**config.mk**
```make
export PLATFORM = sky130hd
export DESIGN_NAME = decode_stage
export DESIGN_NICKNAME = d
export VERILOG_FILES = /design/src/rtl/decode_stage.sv
export SDC_FILE = /design/constraint.sdc
export NUM_CORES = 1
export LEC_CHECK = 0
export ABC_AREA = 1
export BUFFER_PORTS_ARGS = -buffer_cell sky130_fd_sc_hd__buf_2
export CAP_MARGIN = 30
export CORE_ASPECT_RATIO = 1.75
export CORE_MARGIN = 2
export CORE_UTILIZATION = 40
export CTS_CLUSTER_DIAMETER = 100
export DETAILED_ROUTE_END_ITERATION = 10
export PLACE_DENSITY = 0.7
export SYNTH_ARGS = -nofsm -noshare
export SYNTH_HDL_FRONTEND = slang
export SYNTH_SLANG_ARGS = --single-unit
```
**constraint.sdc**
```tcl
create_clock -name clk -period 5.6 [get_ports clk]
set_clock_uncertainty 0.05 [all_clocks]
set_input_delay 0.56 -clock clk [delete_from_list [all_inputs] [get_ports clk]]
set_output_delay 0.56 -clock clk [all_outputs]
set_load 0.05 [all_outputs]
```
**src/rtl/decode_stage.sv**
```systemverilog
// decode_stage: registered RV32I instruction decode with a valid/ready handshake.
// The decoded entry is computed from instr_i and stored in a one- or two-entry
// buffer. The head entry drives all outputs directly from flops.
module decode_stage #(
    parameter int XLEN         = 32,
    parameter int SKID_DEPTH   = 2,
    parameter bit ILLEGAL_ZERO = 1'b1
) (
    input  logic            clk,
    input  logic            rst,
    input  logic            flush_i,
    input  logic            in_valid_i,
    output logic            in_ready_o,
    input  logic [31:0]     instr_i,
    input  logic [XLEN-1:0] pc_i,
    output logic            out_valid_o,
    input  logic            out_ready_i,
    output logic [XLEN-1:0] pc_o,
    output logic [6:0]      op_code_o,
    output logic [2:0]      funct3_o,
    output logic [6:0]      funct7_o,
    output logic [4:0]      rd_o,
    output logic [4:0]      rs1_o,
    output logic [4:0]      rs2_o,
    output logic [XLEN-1:0] imm_o,
    output logic            illegal_o
);

    localparam bit USE_SKID = (SKID_DEPTH >= 2);

    localparam logic [6:0] OP_R      = 7'b0110011;
    localparam logic [6:0] OP_IMM    = 7'b0010011;
    localparam logic [6:0] OP_LOAD   = 7'b0000011;
    localparam logic [6:0] OP_STORE  = 7'b0100011;
    localparam logic [6:0] OP_BRANCH = 7'b1100011;
    localparam logic [6:0] OP_JALR   = 7'b1100111;
    localparam logic [6:0] OP_LUI    = 7'b0110111;
    localparam logic [6:0] OP_AUIPC  = 7'b0010111;
    localparam logic [6:0] OP_JAL    = 7'b1101111;
    localparam logic [6:0] OP_FENCE  = 7'b0001111;
    localparam logic [6:0] OP_SYSTEM = 7'b1110011;

    typedef struct packed {
        logic [XLEN-1:0] pc;
        logic [6:0]      op;
        logic [2:0]      f3;
        logic [6:0]      f7;
        logic [4:0]      rd;
        logic [4:0]      rs1;
        logic [4:0]      rs2;
        logic [XLEN-1:0] imm;
        logic            ill;
    } entry_t;

    // Widen a 32-bit immediate to XLEN, replicating bit 31.
    function automatic logic [XLEN-1:0] sext32(input logic [31:0] v);
        return XLEN'($signed(v));
    endfunction

    // Full-format field and immediate decode of one instruction word.
    function automatic entry_t decode(input logic [31:0] ins);
        entry_t     e;
        logic [2:0] f3;
        logic [6:0] f7;
        logic [31:0] imm_i;
        f3    = ins[14:12];
        f7    = ins[31:25];
        imm_i = {{20{ins[31]}}, ins[31:20]};
        e     = '0;
        e.op  = ins[6:0];
        e.f3  = f3;
        e.rd  = ins[11:7];
        e.rs1 = ins[19:15];
        e.ill = 1'b0;
        case (ins[6:0])
            OP_R: begin
                e.rs2 = ins[24:20];
                e.f7  = f7;
                if (f7 == 7'b0000000) begin
                    e.ill = 1'b0;
                end else if (f7 == 7'b0100000) begin
                    e.ill = !((f3 == 3'b000) || (f3 == 3'b101));
                end else begin
                    e.ill = 1'b1;
                end
            end
            OP_IMM: begin
                if (f3 == 3'b001) begin
                    e.f7  = f7;
                    e.imm = sext32({27'd0, ins[24:20]});
                    e.ill = (f7 != 7'b0000000);
                end else if (f3 == 3'b101) begin
                    e.f7  = f7;
                    e.imm = sext32({27'd0, ins[24:20]});
                    e.ill = !((f7 == 7'b0000000) || (f7 == 7'b0100000));
                end else begin
                    e.imm = sext32(imm_i);
                end
            end
            OP_LOAD: begin
                e.imm = sext32(imm_i);
                e.ill = (f3 == 3'b011) || (f3 == 3'b110) || (f3 == 3'b111);
            end
            OP_STORE: begin
                e.rd  = 5'd0;
                e.rs2 = ins[24:20];
                e.imm = sext32({{20{ins[31]}}, ins[31:25], ins[11:7]});
                e.ill = (f3 >= 3'b011);
            end
            OP_BRANCH: begin
                e.rd  = 5'd0;
                e.rs2 = ins[24:20];
                e.imm = sext32({{19{ins[31]}}, ins[31], ins[7], ins[30:25], ins[11:8], 1'b0});
                e.ill = (f3 == 3'b010) || (f3 == 3'b011);
            end
            OP_JALR: begin
                e.imm = sext32(imm_i);
                e.ill = (f3 != 3'b000);
            end
            OP_LUI, OP_AUIPC: begin
                e.f3  = 3'd0;
                e.rs1 = 5'd0;
                e.imm = sext32({ins[31:12], 12'd0});
            end
            OP_JAL: begin
                e.f3  = 3'd0;
                e.rs1 = 5'd0;
                e.imm = sext32({{11{ins[31]}}, ins[31], ins[19:12], ins[20], ins[30:21], 1'b0});
            end
            OP_FENCE: begin
                e.rd  = 5'd0;
                e.imm = sext32(imm_i);
            end
            OP_SYSTEM: begin
                e.imm = sext32(imm_i);
            end
            default: begin
                e.ill = 1'b1;
            end
        endcase
        if (ins[1:0] != 2'b11) begin
            e.ill = 1'b1;
        end else begin
            e.ill = e.ill;
        end
        if (ILLEGAL_ZERO && e.ill) begin
            e.rd  = 5'd0;
            e.rs1 = 5'd0;
            e.rs2 = 5'd0;
            e.f7  = 7'd0;
            e.imm = '0;
        end else begin
            e.rd = e.rd;
        end
        return e;
    endfunction

    entry_t head_q, head_d;
    entry_t skid_q, skid_d;
    logic   head_valid_q, head_valid_d;
    logic   skid_valid_q, skid_valid_d;
    logic   in_ready_q, in_ready_d;
    entry_t dec_s;
    logic   accept_s;
    logic   pop_s;

    // Depth 2 exposes the registered "skid slot free" flag; depth 1 frees on pop.
    assign in_ready_o = USE_SKID ? in_ready_q : (!head_valid_q || out_ready_i);

    // Decode the incoming word and work out handshake events and buffer next state.
    always_comb begin
        dec_s        = decode(instr_i);
        dec_s.pc     = pc_i;
        head_d       = head_q;
        skid_d       = skid_q;
        head_valid_d = head_valid_q;
        skid_valid_d = skid_valid_q;
        accept_s     = in_valid_i && in_ready_o && !flush_i;
        pop_s        = head_valid_q && out_ready_i;
        if (flush_i) begin
            head_valid_d = 1'b0;
            skid_valid_d = 1'b0;
        end else if (pop_s || !head_valid_q) begin
            // Head slot is free this edge: refill from the skid slot first, then the input.
            if (skid_valid_q) begin
                head_d       = skid_q;
                head_valid_d = 1'b1;
                if (accept_s) begin
                    skid_d       = dec_s;
                    skid_valid_d = 1'b1;
                end else begin
                    skid_valid_d = 1'b0;
                end
            end else if (accept_s) begin
                head_d       = dec_s;
                head_valid_d = 1'b1;
            end else begin
                head_valid_d = 1'b0;
            end
        end else if (accept_s && USE_SKID) begin
            // Head is stalled: park the new entry behind it.
            skid_d       = dec_s;
            skid_valid_d = 1'b1;
        end else begin
            skid_valid_d = skid_valid_q;
        end
        in_ready_d = !skid_valid_d;
    end

    // Buffer state registers with asynchronous clear.
    always_ff @(posedge clk or posedge rst) begin
        if (rst) begin
            head_q       <= '0;
            skid_q       <= '0;
            head_valid_q <= 1'b0;
            skid_valid_q <= 1'b0;
            in_ready_q   <= 1'b1;
        end else begin
            head_q       <= head_d;
            skid_q       <= skid_d;
            head_valid_q <= head_valid_d;
            skid_valid_q <= skid_valid_d;
            in_ready_q   <= in_ready_d;
        end
    end

    assign out_valid_o = head_valid_q;
    assign pc_o        = head_q.pc;
    assign op_code_o   = head_q.op;
    assign funct3_o    = head_q.f3;
    assign funct7_o    = head_q.f7;
    assign rd_o        = head_q.rd;
    assign rs1_o       = head_q.rs1;
    assign rs2_o       = head_q.rs2;
    assign imm_o       = head_q.imm;
    assign illegal_o   = head_q.ill;

endmodule
```
==> summary.md <==
| Metric | Value |
|---|---|
| PortBufs | 167 |
| Final Hold Fails | 0 |
| RSZ-0062 raised after global routing | false |
| Chip Width | 118.5 um |
| Arrival time at the worst endpoint | 3.96 ns |
| CP Capture Type | register |
| DP Worst Slack | 1.894 ns |
| Fillcell total | 2292 |
| TritonRoute pass-1 iters | 5 |
| Clock sinks | 197 |
| CTS tree | built |
| Die area | 24210 um^2 |
| Layout Utilization | 0.4750 |
| Post-route minimum period | 3.690 ns |
| Worst setup margin | 1.910 ns |
| Vias in the first global route | 7477 |
| Worst path required time | 5.87 ns |
| Yosys top cell area share | 0.5346 |
| CP startpoint | skid_valid_q |
| Largest net degree at the start of global routing | 198 |
| Rows | 73 |
| Placed Cells incl. Taps | 1591 |
| Non-filler instance count after layout | 1624 |
| Rel. slew slack | 0.1755 |
| PwrDens | 356.2 nW/um^2 |
| H-tree Lvls | 4 |
| Initial detailed-routing violation count | 548 |
| HP Class | input port to async pin |
| Clock latency on the worst-skew pair | 0.44 ns |
| DR WL/cell | 14.76 um |
| Final setup fails | 0 |
| Yosys top cell by area | dfrtp_1 |
| Clock buffer depth | 2 |
| Clock root buffer | clkbuf_16 |
| Final nets | 1379 |
| Core ar. | 22650 um^2 |
| Met2 wire len | 12700 um |
| # DRC | 0 |
| Worst r2r src | skid_valid_q |
| Reg area | 4932 um^2 |
| Max-slew violations | 0 |
| Top routing layer in use | met4 |
| Synth Flop Type | dfrtp_1 |
| Initial antenna violation count | 1 |
| First-pass GRT wire length | 38650 um |
| Hold slack | 0.2445 ns |
| Ys async rst share | 1.000 |
| Area growth syn-to-layout | 17.28% |
| Post-synth EDFFs | 0 |
| Syn_area_per_cell | 7.729 um^2 |
| F_max | 271.0 MHz |
| Kind of critical path | register to register |
| CP Launch Type | register |
| Outcome | finished, final reports clean |
| Crit-path max FO | 62 |
| Max-cap viol count | 0 |
| Pleak | 5.975 nW |
| Boundary Pins | 168 |
| Largest cells by area after synthesis | dfrtp_1, nand2_1, nor2_1, a31oi_1, clkbuf_1 |
| Post-CTS Hold Buffers | 0 |
| Setup_tns | 0 ns |
| Antenna viol nets, final | 0 |
| Final GP Congestion | 0.8789 |
| Final instance area | 10760 um^2 |
| Mapped cell area | 9174 um^2 |
| Syn. warnings | 0 |
| PostCTS Resize Cnt | 0 |
| Final period util | 0.6589 |
| Multi-input gate area | 3815 um^2 |
| #FFs+latches synth | 197 |
| Yosys cell types | 30 |
| Vias per cell | 4.925 |
| Tot GR Track Use | 0.2029 |
| Initial Utilization | 0.4050 |
| HPWL after DPL | 16380 um |
| Ratio of cells with drive above 1 in the final layout | 0.1867 |
| Max VDD drop | 248.5 uV |
| DRT met1 WL | 9548 um |
| Vias | 7999 |
| Syn nets | 1256 |
| Clk pin slew, worst setup/hold paths | 0.07 ns |
| Post-synthesis sequential area ratio | 0.5375 |
| Wire length on met3 | 1170 um |
| Area after DPL | 10160 um^2 |
| Post-Synthesis Cells | 1187 |
| Routed WL | 23980 um |
| Total CTS buffers | 17 |
| Post-CTS Setup Inserts | 0 |
| Die H | 204.3 um |
| Power Total | 3.833 mW |
| Worst-margin pin slew | 1.237 ns |
| Global route overflow | 0 |
-- cell usage after synthesis, types with 3 or more instances --
| library cell | number |
|---|---|
| a21oi_1 | 21 |
| a31oi_1 | 39 |
| buf_1 | 4 |
| buf_2 | 5 |
| clkbuf_1 | 56 |
| dfrtp_1 | 196 |
| inv_1 | 26 |
| inv_2 | 8 |
| nand2_1 | 531 |
| nand2_2 | 3 |
| nand2_4 | 3 |
| nand3_1 | 23 |
| nand3_2 | 10 |
| nand4_1 | 11 |
| nor2_1 | 159 |
| nor2_2 | 4 |
| nor2_4 | 4 |
| o21ai_0 | 29 |
| o21ai_1 | 35 |
| o31ai_1 | 6 |
-- final timing paths --
| path | depth (start not counted) | slack [ns] | end |
|---|---|---|---|
| max in group asynchronous | 3 | 4.18 | skid_valid_q |
| max | 8 | 1.91 | skid_q[93] |
| min | 3 | 0.24 | imm_o[29] |
| min reg2reg | 2 | 0.43 | rd_o[3] |
| min in group clk | 3 | 0.28 | skid_q[90] |
| max reg2reg | 8 | 1.91 | skid_q[93] |
-- cell families after synthesis --
family          count (synthesis)  share of synthesized area
simple gates                  753                     0.3340
flops                         197                     0.5375
compound gates                133                    0.08020
buf+inv                       104                    0.04828
-- area by class of cell --
type                       instances  share of cell area
antenna                            1           0.0002326
clock buffer                      20             0.04245
clock inverter                    12             0.01314
inverter                          34             0.01256
multi-input combinational        886              0.3546
sequential                       197              0.4584
tap                              300             0.03489
timing repair buffer             174             0.08373
-- power by group --
part / internal, mW / switching (mW)
registers: 1.62 / 0.108
clock network: 0.690 / 0.562
logic: 0.207 / 0.647
-- critical path: stages (launching register included) --
cell and delay [ns]:
dfrtp_2 0.63, buf_4 0.33, inv_4 0.49, o21ai_0 0.30
nand2_4 0.41, clkinv_1 0.68, buf_4 0.47, nand2_1 0.10
nand2_1 0.05
-- flip-flops by register name, indices dropped and copies added, names as in the netlist --
register and cells:
illegal_o 1, pc_o 32, funct3_o 3, in_ready_o 1, rs2_o 5, rd_o 5
skid_q 97, skid_valid_q 1, out_valid_o 1, imm_o 32, op_code_o 7, funct7_o 7
rs1_o 5
-- metal layers --
| layer | up-vias | GRT usage |
|---|---|---|
| met2 | 215 | 0.3590 |
| met5 | - | 0 |
| li1 | 3978 | - |
| met1 | 3777 | 0.2408 |
| met4 | 0 | 0.07526 |
| met3 | 29 | 0.04436 |
-- cells in the final DEF, fill, tap and decap left out, types with 2 or more instances in the layout --
cell	n
clkbuf_16	17
o21ai_1	35
nand3_1	23
nor3_1	2
bufinv_16	2
dfrtp_1	195
buf_2	167
nor2_2	4
clkinvlp_4	5
buf_4	6
o31ai_1	6
nand2_2	3
nand2_1	530
inv_2	7
clkinv_2	2
nor2_8	2
clkbuf_8	2
a21oi_1	21
nor2_1	158
inv_6	3
nand4_1	11
o22ai_1	2
a31oi_1	39
nor2_4	5
nand3_2	10
inv_1	23
nand2_4	4
o21ai_0	29
Note: power is estimated with default switching activity, not from simulation.
